$ cat src/rtl/sub_pkg.sv
// Shared definitions for the bit-serial signed subtractor.
//   state_t        : FSM encoding (IDLE / RUN / DONE)
//   DEFAULT_WIDTH  : operand width used when the top is not overridden
//   cnt_width()    : bits needed for a counter spanning 0..w
package sub_pkg;

    typedef enum logic [1:0] {
        IDLE = 2'd0,
        RUN  = 2'd1,
        DONE = 2'd2
    } state_t;

    localparam int unsigned DEFAULT_WIDTH = 4;

    // The bit counter must reach WIDTH, i.e. hold WIDTH+1 distinct values.
    function automatic int unsigned cnt_width(input int unsigned w);
        return $clog2(w + 1);
    endfunction

endpackage

$ cat src/rtl/sub_bit_cell.sv
// Combinational 1-bit full subtractor: computes a - b - bin.
//   a, b  : operand bits
//   bin   : borrow in
//   d     : difference bit
//   bout  : borrow out
module sub_bit_cell (
    input  logic a,
    input  logic b,
    input  logic bin,
    output logic d,
    output logic bout
);

    assign d    = a ^ b ^ bin;
    assign bout = (~a & b) | (~(a ^ b) & bin);

endmodule

$ cat src/rtl/signed_serial_subtractor.sv
// Bit-serial signed subtractor: DIFF = A - B computed LSB first, one bit
// per clock over WIDTH+1 cycles, with valid/ready handshakes on both sides.
//   clk, rst            : clock, asynchronous active-high reset
//   in_valid / in_ready : operand handshake (A minuend, B subtrahend)
//   out_valid/out_ready : result handshake
//   DIFF                : exact WIDTH+1 bit signed difference
//   overflow            : difference does not fit in WIDTH signed bits
//   SAT_DIFF            : WIDTH-bit saturated difference, present only when
//                         the SERIAL_SUB_SAT_EN macro is defined
module signed_serial_subtractor
    import sub_pkg::*;
#(
    parameter int unsigned WIDTH = DEFAULT_WIDTH
) (
    input  logic                    clk,
    input  logic                    rst,
    input  logic                    in_valid,
    output logic                    in_ready,
    input  logic signed [WIDTH-1:0] A,
    input  logic signed [WIDTH-1:0] B,
    output logic                    out_valid,
    input  logic                    out_ready,
    output logic signed [WIDTH:0]   DIFF,
    output logic                    overflow
`ifdef SERIAL_SUB_SAT_EN
    ,
    output logic signed [WIDTH-1:0] SAT_DIFF
`endif
);

    localparam int unsigned     CW   = cnt_width(WIDTH);
    localparam logic [CW-1:0]   LAST = CW'(WIDTH);

    state_t          state_q;
    logic [CW-1:0]   cnt_q;
    logic [WIDTH:0]  a_q;
    logic [WIDTH:0]  b_q;
    logic            borrow_q;
    // Holds the WIDTH most recently produced difference bits; the newest
    // bit sits at the MSB so the final bit completes the word in place.
    logic [WIDTH-1:0] sh_q;

    logic            in_ready_q;
    logic            out_valid_q;
    logic [WIDTH:0]  diff_q;
    logic            ovf_q;

    logic            cell_d;
    logic            cell_bout;
    logic [WIDTH:0]  diff_d;
    logic            ovf_d;

    // Operands shift right each RUN cycle, so bit 0 is always the current bit.
    sub_bit_cell u_cell (
        .a    (a_q[0]),
        .b    (b_q[0]),
        .bin  (borrow_q),
        .d    (cell_d),
        .bout (cell_bout)
    );

    always_comb begin
        diff_d = {cell_d, sh_q};
        ovf_d  = diff_d[WIDTH] ^ diff_d[WIDTH-1];
    end

`ifdef SERIAL_SUB_SAT_EN
    logic [WIDTH-1:0] sat_q;
    logic [WIDTH-1:0] sat_d;

    always_comb begin
        sat_d = diff_d[WIDTH-1:0];
        if (ovf_d) begin
            // Sign of the exact result picks the clamp direction.
            sat_d = diff_d[WIDTH] ? {1'b1, {(WIDTH-1){1'b0}}}
                                  : {1'b0, {(WIDTH-1){1'b1}}};
        end
    end

    assign SAT_DIFF = sat_q;
`endif

    always_ff @(posedge clk or posedge rst) begin
        if (rst) begin
            state_q     <= IDLE;
            cnt_q       <= '0;
            a_q         <= '0;
            b_q         <= '0;
            borrow_q    <= 1'b0;
            sh_q        <= '0;
            in_ready_q  <= 1'b1;
            out_valid_q <= 1'b0;
            diff_q      <= '0;
            ovf_q       <= 1'b0;
`ifdef SERIAL_SUB_SAT_EN
            sat_q       <= '0;
`endif
        end else begin
            case (state_q)
                IDLE: begin
                    if (in_valid) begin
                        a_q        <= {A[WIDTH-1], A};
                        b_q        <= {B[WIDTH-1], B};
                        borrow_q   <= 1'b0;
                        cnt_q      <= '0;
                        in_ready_q <= 1'b0;
                        state_q    <= RUN;
                    end
                end

                RUN: begin
                    a_q      <= a_q >> 1;
                    b_q      <= b_q >> 1;
                    borrow_q <= cell_bout;
                    sh_q     <= diff_d[WIDTH:1];
                    cnt_q    <= cnt_q + 1'b1;
                    if (cnt_q == LAST) begin
                        // Final borrow is dropped: WIDTH+1 bits already hold
                        // the exact difference.
                        diff_q      <= diff_d;
                        ovf_q       <= ovf_d;
`ifdef SERIAL_SUB_SAT_EN
                        sat_q       <= sat_d;
`endif
                        out_valid_q <= 1'b1;
                        state_q     <= DONE;
                    end
                end

                DONE: begin
                    if (out_ready) begin
                        out_valid_q <= 1'b0;
                        in_ready_q  <= 1'b1;
                        state_q     <= IDLE;
                    end
                end

                default: begin
                    out_valid_q <= 1'b0;
                    in_ready_q  <= 1'b1;
                    state_q     <= IDLE;
                end
            endcase
        end
    end

    assign in_ready  = in_ready_q;
    assign out_valid = out_valid_q;
    assign DIFF      = diff_q;
    assign overflow  = ovf_q;

endmodule
$ cat config.mk
export PLATFORM = sky130hd
export DESIGN_NAME = signed_serial_subtractor
export DESIGN_NICKNAME = d
export VERILOG_FILES = /design/src/rtl/sub_pkg.sv /design/src/rtl/sub_bit_cell.sv /design/src/rtl/signed_serial_subtractor.sv
export SDC_FILE = /design/constraint.sdc
export NUM_CORES = 1
export LEC_CHECK = 0
export CAP_MARGIN = 20
export CORE_AREA = 2 2 45 63
export DETAILED_ROUTE_END_ITERATION = 8
export DIE_AREA = 0 0 47 65
export PLACE_DENSITY_LB_ADDON = 0.15
export SLEW_MARGIN = 5
export SYNTH_ARGS = -nofsm -noshare
export SYNTH_HDL_FRONTEND = slang
export SYNTH_SLANG_ARGS = --single-unit
$ cat constraint.sdc
create_clock -name clk -period 1.89 [get_ports clk]
set_input_delay 0.189 -clock clk [delete_from_list [all_inputs] [get_ports clk]]
set_output_delay 0.189 -clock clk [all_outputs]
set_load 0.05 [all_outputs]
Word-level counts from Yosys, hierarchy flattened
Index checks and enable logic that the tools add are counted.
{"block": "word_totals", "mem_bits_ro": 0, "wordCells": 51, "output_inout_bits": 8, "latchBits": 0, "register_bits": 28, "n_memories": 0, "ram_bits": 0, "in_bits": 12}
{"block": "classes", "magnitude_cmp": 0, "bitwise": 10, "n_shift": 0, "reduce_logical": 7, "n_addsub": 1, "n_div": 0, "multipliers": 0, "eq_ne": 6, "n_mux": 17}
{"cell": "$pmux W5 S2", "count": 2}
{"cell": "$mux W5", "count": 2}
{"cell": "$reduce_and A3 Y1", "count": 3}
{"cell": "$mux W2", "count": 3}
{"cell": "$ne A2 B2 Y1 const B", "count": 3}
{"cell": "$pmux W1 S3", "count": 2}
{"cell": "$pmux W2 S3", "count": 1}
{"cell": "$pmux W3 S2", "count": 1}
{"cell": "$mux W1", "count": 4}
{"cell": "$not A1 Y1", "count": 4}
{"cell": "$reduce_and A2 Y1", "count": 2}
{"cell": "$add A3 B1 Y3 const B", "count": 1}
{"cell": "$eq A3 B3 Y1 const B", "count": 1}
{"cell": "$mux W3", "count": 1}
{"cell": "$xor A1 B1 Y1", "count": 3}
{"cell": "$and A1 B1 Y1", "count": 2}
{"cell": "$eq A2 B1 Y1 const B", "count": 1}
{"cell": "$eq A2 B2 Y1 const B", "count": 1}
{"cell": "$logic_not A2 Y1", "count": 1}
{"cell": "$pmux W1 S2", "count": 1}
{"cell": "$reduce_bool A2 Y1", "count": 1}
{"cell": "$or A1 B1 Y1", "count": 1}

Depth between registers and ports, before layout
{"block": "logic_depth", "depth_word": 5, "depth_mapped": 5, "depth_no_buf": 5}

Hierarchy
A second synthesis with hierarchy kept.
{"block": "hier_totals", "hier_cells": 125, "area_unflattened_um2": 1401.3}
{"module": "signed_serial_subtractor", "cells_each": 121, "n_inst": 1, "seq_area_each_um2": 701.9, "area_per_inst_um2": 1370.1}
{"module": "sub_bit_cell", "cells_each": 4, "n_inst": 1, "seq_area_each_um2": 0.0, "area_per_inst_um2": 31.3}

Least setup slack after synthesis
OpenSTA, ideal clock, no wires.
{"block": "synth_path", "path_kind": "reg2reg", "from": "register b_q[0]", "to": "register ovf_q, in the netlist overflow", "n_path_buf": 0, "synth_period_minus_slack_ps": 1281, "setup_ps": 130, "arrival_ps": 1152, "stages_incl_launch_ff": 4, "setup_slack_ps": 609, "t_required_ps": 1760, "path_cell_list": "dfrtp_1 fa_1 xor2_1 o21ai_0"}
{"block": "synth_via", "elab_chain_len": 3}
{"element": "start, declared", "line": "signed_serial_subtractor.sv:37", "source": "logic [WIDTH:0] b_q;"}
{"element": "start signal, assigned", "line": "signed_serial_subtractor.sv:103", "source": "b_q <= {B[WIDTH-1], B};"}
{"element": "start signal, assigned", "line": "signed_serial_subtractor.sv:113", "source": "b_q <= b_q >> 1;"}
{"element": "$xor A1 B1 Y1 (2 in a row)", "line": "sub_bit_cell.sv:14", "source": "assign d = a ^ b ^ bin;"}
{"element": "$xor A1 B1 Y1", "line": "signed_serial_subtractor.sv:64", "source": "ovf_d = diff_d[WIDTH] ^ diff_d[WIDTH-1];"}
{"element": "end signal, assigned", "line": "signed_serial_subtractor.sv:121", "source": "ovf_q <= ovf_d;"}
{"element": "end, declared", "line": "signed_serial_subtractor.sv:46", "source": "logic ovf_q;"}
No other way between the ends.
A chain may end at the register's enable or synchronous reset.

Final worst setup path
{"block": "layout_path", "from": "register diff_q[2], in the netlist DIFF[2]", "to": "output port DIFF[2]"}
{"element": "start, declared", "line": "signed_serial_subtractor.sv:45", "source": "logic [WIDTH:0] diff_q;"}
{"element": "start signal, assigned", "line": "signed_serial_subtractor.sv:120", "source": "diff_q <= diff_d;"}
{"element": "end, declared", "line": "signed_serial_subtractor.sv:23", "source": "output logic signed [WIDTH:0] DIFF,"}
No word-level cell between the ends.

==> impl_metrics.tcl <==
set metrics [dict create \
    status "completed" \
    critPathKind "flip-flop to primary output" \
    min_path_type "input pin to asynchronous set/reset pin" \
    start_util_pct 51.9 \
    start_kind "flip-flop" \
    p_int_mw 1.72 \
    synth_top_area_share_pct 51.4 \
    clkPwrFrac_pct 13.5 \
    areaGrowthSynthToFinish_pct 18.9 \
    fin_crit_sh_pct 90.4 \
    clock_latency_ns 0.33 \
    routed_wl_microns 2160 \
    crit_slowest_cell "clkdlybuf4s50_1" \
    cp.required_ns 1.70 \
    rsz0062_at_grt "no" \
    via_count 907 \
    syn_avg_cell_area_sq_um 11.2 \
    n_fill_cell 219 \
    leakagePower_nw 0.728 \
    synth-edff-count 0 \
    netlist_area_sq_mm 0.00131 \
    synth-main-ff-cell "dfrtp_1" \
    synth-seq-cells 28 \
    numCtsBuffers 3 \
    critical-path-max-stage-delay_ns 0.80 \
    setup_viol_count_final 0 \
    postCtsHoldBufs 0 \
    grt_usage_pct 17.4 \
    peakVddDrop_v 0.000984 \
    maxSlewHeadroom_pct 65.3 \
    fin_ws_ns 0.181 \
    dieWidth_microns 47 \
    wl_per_cell_microns 12.6 \
    rows 22 \
    worstMarginPinSlew_ns 0.521 \
    nets 151 \
    die_area_sq_mm 0.00306 \
    seqPwrFrac_pct 39.1 \
    io_pins 20 \
    crit_buf_inv 1 \
    post-cts-setup-buffers 0 \
    first_pass_iters 4 \
    post-route-util_pct 61.7 \
    vias_per_cell 5.30 \
    clk_path_buf_depth 2 \
    crit_fanout 2 \
    synthTopCellsByArea "dfrtp_1, nand2_1, mux2_4, o221a_1, nor2_1" \
    diodes 0 \
    p_switching_mw 1.17 \
    htree_levels 1 \
    fmax_mhz 585 \
    cts_tree "done" \
    synth_seq_area_share_pct 53.4 \
    cts_root_buf "clkbuf_4" \
    drtAntennaViolNets 0 \
    maxSlewViolCount 0 \
    antenna_found_initial 0 \
    netlist_instances 117 \
    cp_cell_sequence "clkdlybuf4s50_1" \
    clk_pin_slew_worst_paths_ns 0.15 \
    yosys-top-cells-count "dfrtp_1, nand2_1, nor2_1, o21ai_0, inv_1" \
    p_sw_share_pct 40.5 \
    critPathTopFamily "buffers and inverters" \
    grt_max_degree 29 \
    grt_overflow 0 \
    drive_gt1_share_pct 11.1 \
    synth.distinct_cells 29 \
    die_h_microns 65 \
    endpoint_kind "primary output" \
    port_buffers 19 \
    async_reset_ff_share_pct 100 \
    yosys.cell_count.top_type "dfrtp_1" \
    grt_pass1_vias 866 \
    drtIter0Drc 14 \
    p_total_mw 2.89 \
    ys_warn_count 0 \
    drc 0 \
    cp.arrival_ns 1.52 \
    power_frac_comb_pct 47.3 \
    maxCapViolations 0 \
    synthesis.nets 132 \
    clkSinkCount 28 \
    coreArea_sq_mm 0.00253 \
    yosysTopAreaCell "dfrtp_1" \
    place_congestion 0.720 \
    finalSetupTns_ns 0 \
    fin_worst_skew_ns 0.00309 \
    grt_pass1_wl_microns 3840 \
    place_ws_ns 0.383 \
    hpwlAfterDp_microns 1570 \
    hold_violations 0 \
    fin_crit_ns 1.71 \
    p_per_area_mw_per_mm2 1850 \
]
## what timing repair did
item                                   4_1_cts  5_1_grt
endpoints found under the hold margin        0        0
setup endpoints to repair                    1        0
resized for setup                            1        0
## sequential cells by signal, indices dropped and copies added, names as in the netlist
register	count
a_q	5
DIFF	5
sh_q	4
out_valid	1
cnt_q	3
overflow	1
b_q	5
in_ready	1
borrow_q	1
state_q	2
## layer usage
layer	global-route usage, %	wire length (microns)
met4	7.29	36
met3	2.51	67
met5	0	0
met2	27.4	1050
met1	23.4	1000
## power groups by stage
stage	clock, mW	sequential, mW	combinational, mW
after floorplan	0	1.32	0.907
after global placement	0	1.14	1.35
after CTS	0.397	1.13	1.39
after global routing	0.424	1.17	1.51
final	0.391	1.13	1.37
after detailed placement	0	1.14	1.39
## cells by family after synthesis
group | Yosys count | share of synthesized area, %
adder cells (fa/ha/maj) | 3 | 3.43
flip-flops | 28 | 53.4
XOR/XNOR | 1 | 0.667
multiplexers | 5 | 5.33
buffers and inverters | 13 | 5.81
AO/OA/AOI/OAI | 25 | 15.4
AND/OR/NAND/NOR | 42 | 15.9
## placed cells by master (no fill, tap or decap), drive strengths merged, types with 2 or more instances in the layout
master         Yosys  routed
a211oi             2       2
a22o               2       2
a32oi              2       2
buf                7       2
clkbuf             0       3
clkdlybuf4s50      0      18
dfrtp             27      27
ha                 2       2
inv                6       6
mux2               4       4
nand2             19      19
nand2b             4       4
nand3b             4       4
nor2              10      10
nor3               3       3
o21a               2       2
o21ai              8       8
o221a              4       4
## area by class of cell
| cell class | count | area (sq um) | area share, % |
|---|---|---|---|
| inverters | 6 | 22.5 | 1.44 |
| clock inverters | 1 | 30.0 | 1.92 |
| multi-input cells | 76 | 536 | 34.3 |
| clock buffers | 3 | 22.5 | 1.44 |
| well taps | 36 | 45.0 | 2.88 |
| repair buffers | 21 | 204 | 13.1 |
| flip-flops and latches | 28 | 702 | 45.0 |
## final timing paths
| path | from | slack [ns] | to | cells after the start |
|---|---|---|---|---|
| max reg2reg | state_q[0] | 0.36 | a_q[3] | 4 |
| max | DIFF[2] | 0.18 | DIFF[2] | 1 |
| min in group clk | A[3] | 0.43 | a_q[4] | 3 |
| min reg2reg | a_q[4] | 0.50 | a_q[4] | 2 |
| max in group asynchronous | rst | 1.40 | in_ready | 3 |
| min | rst | 0.20 | b_q[4] | 3 |
## per-stage QoR
step / std cells / cell area (sq um) / hold slack, ns
3_5_place_dp: 167 / 1510 / 0.471
3_3_place_gp: 167 / 1510 / 0.461
4_1_cts: 171 / 1560 / 0.205
6_report: 171 / 1560 / 0.197
2_1_floorplan: 117 / 1310 / 0.254
5_1_grt: 171 / 1560 / 0.227
No activity file was read; power rests on OpenSTA's default activity.
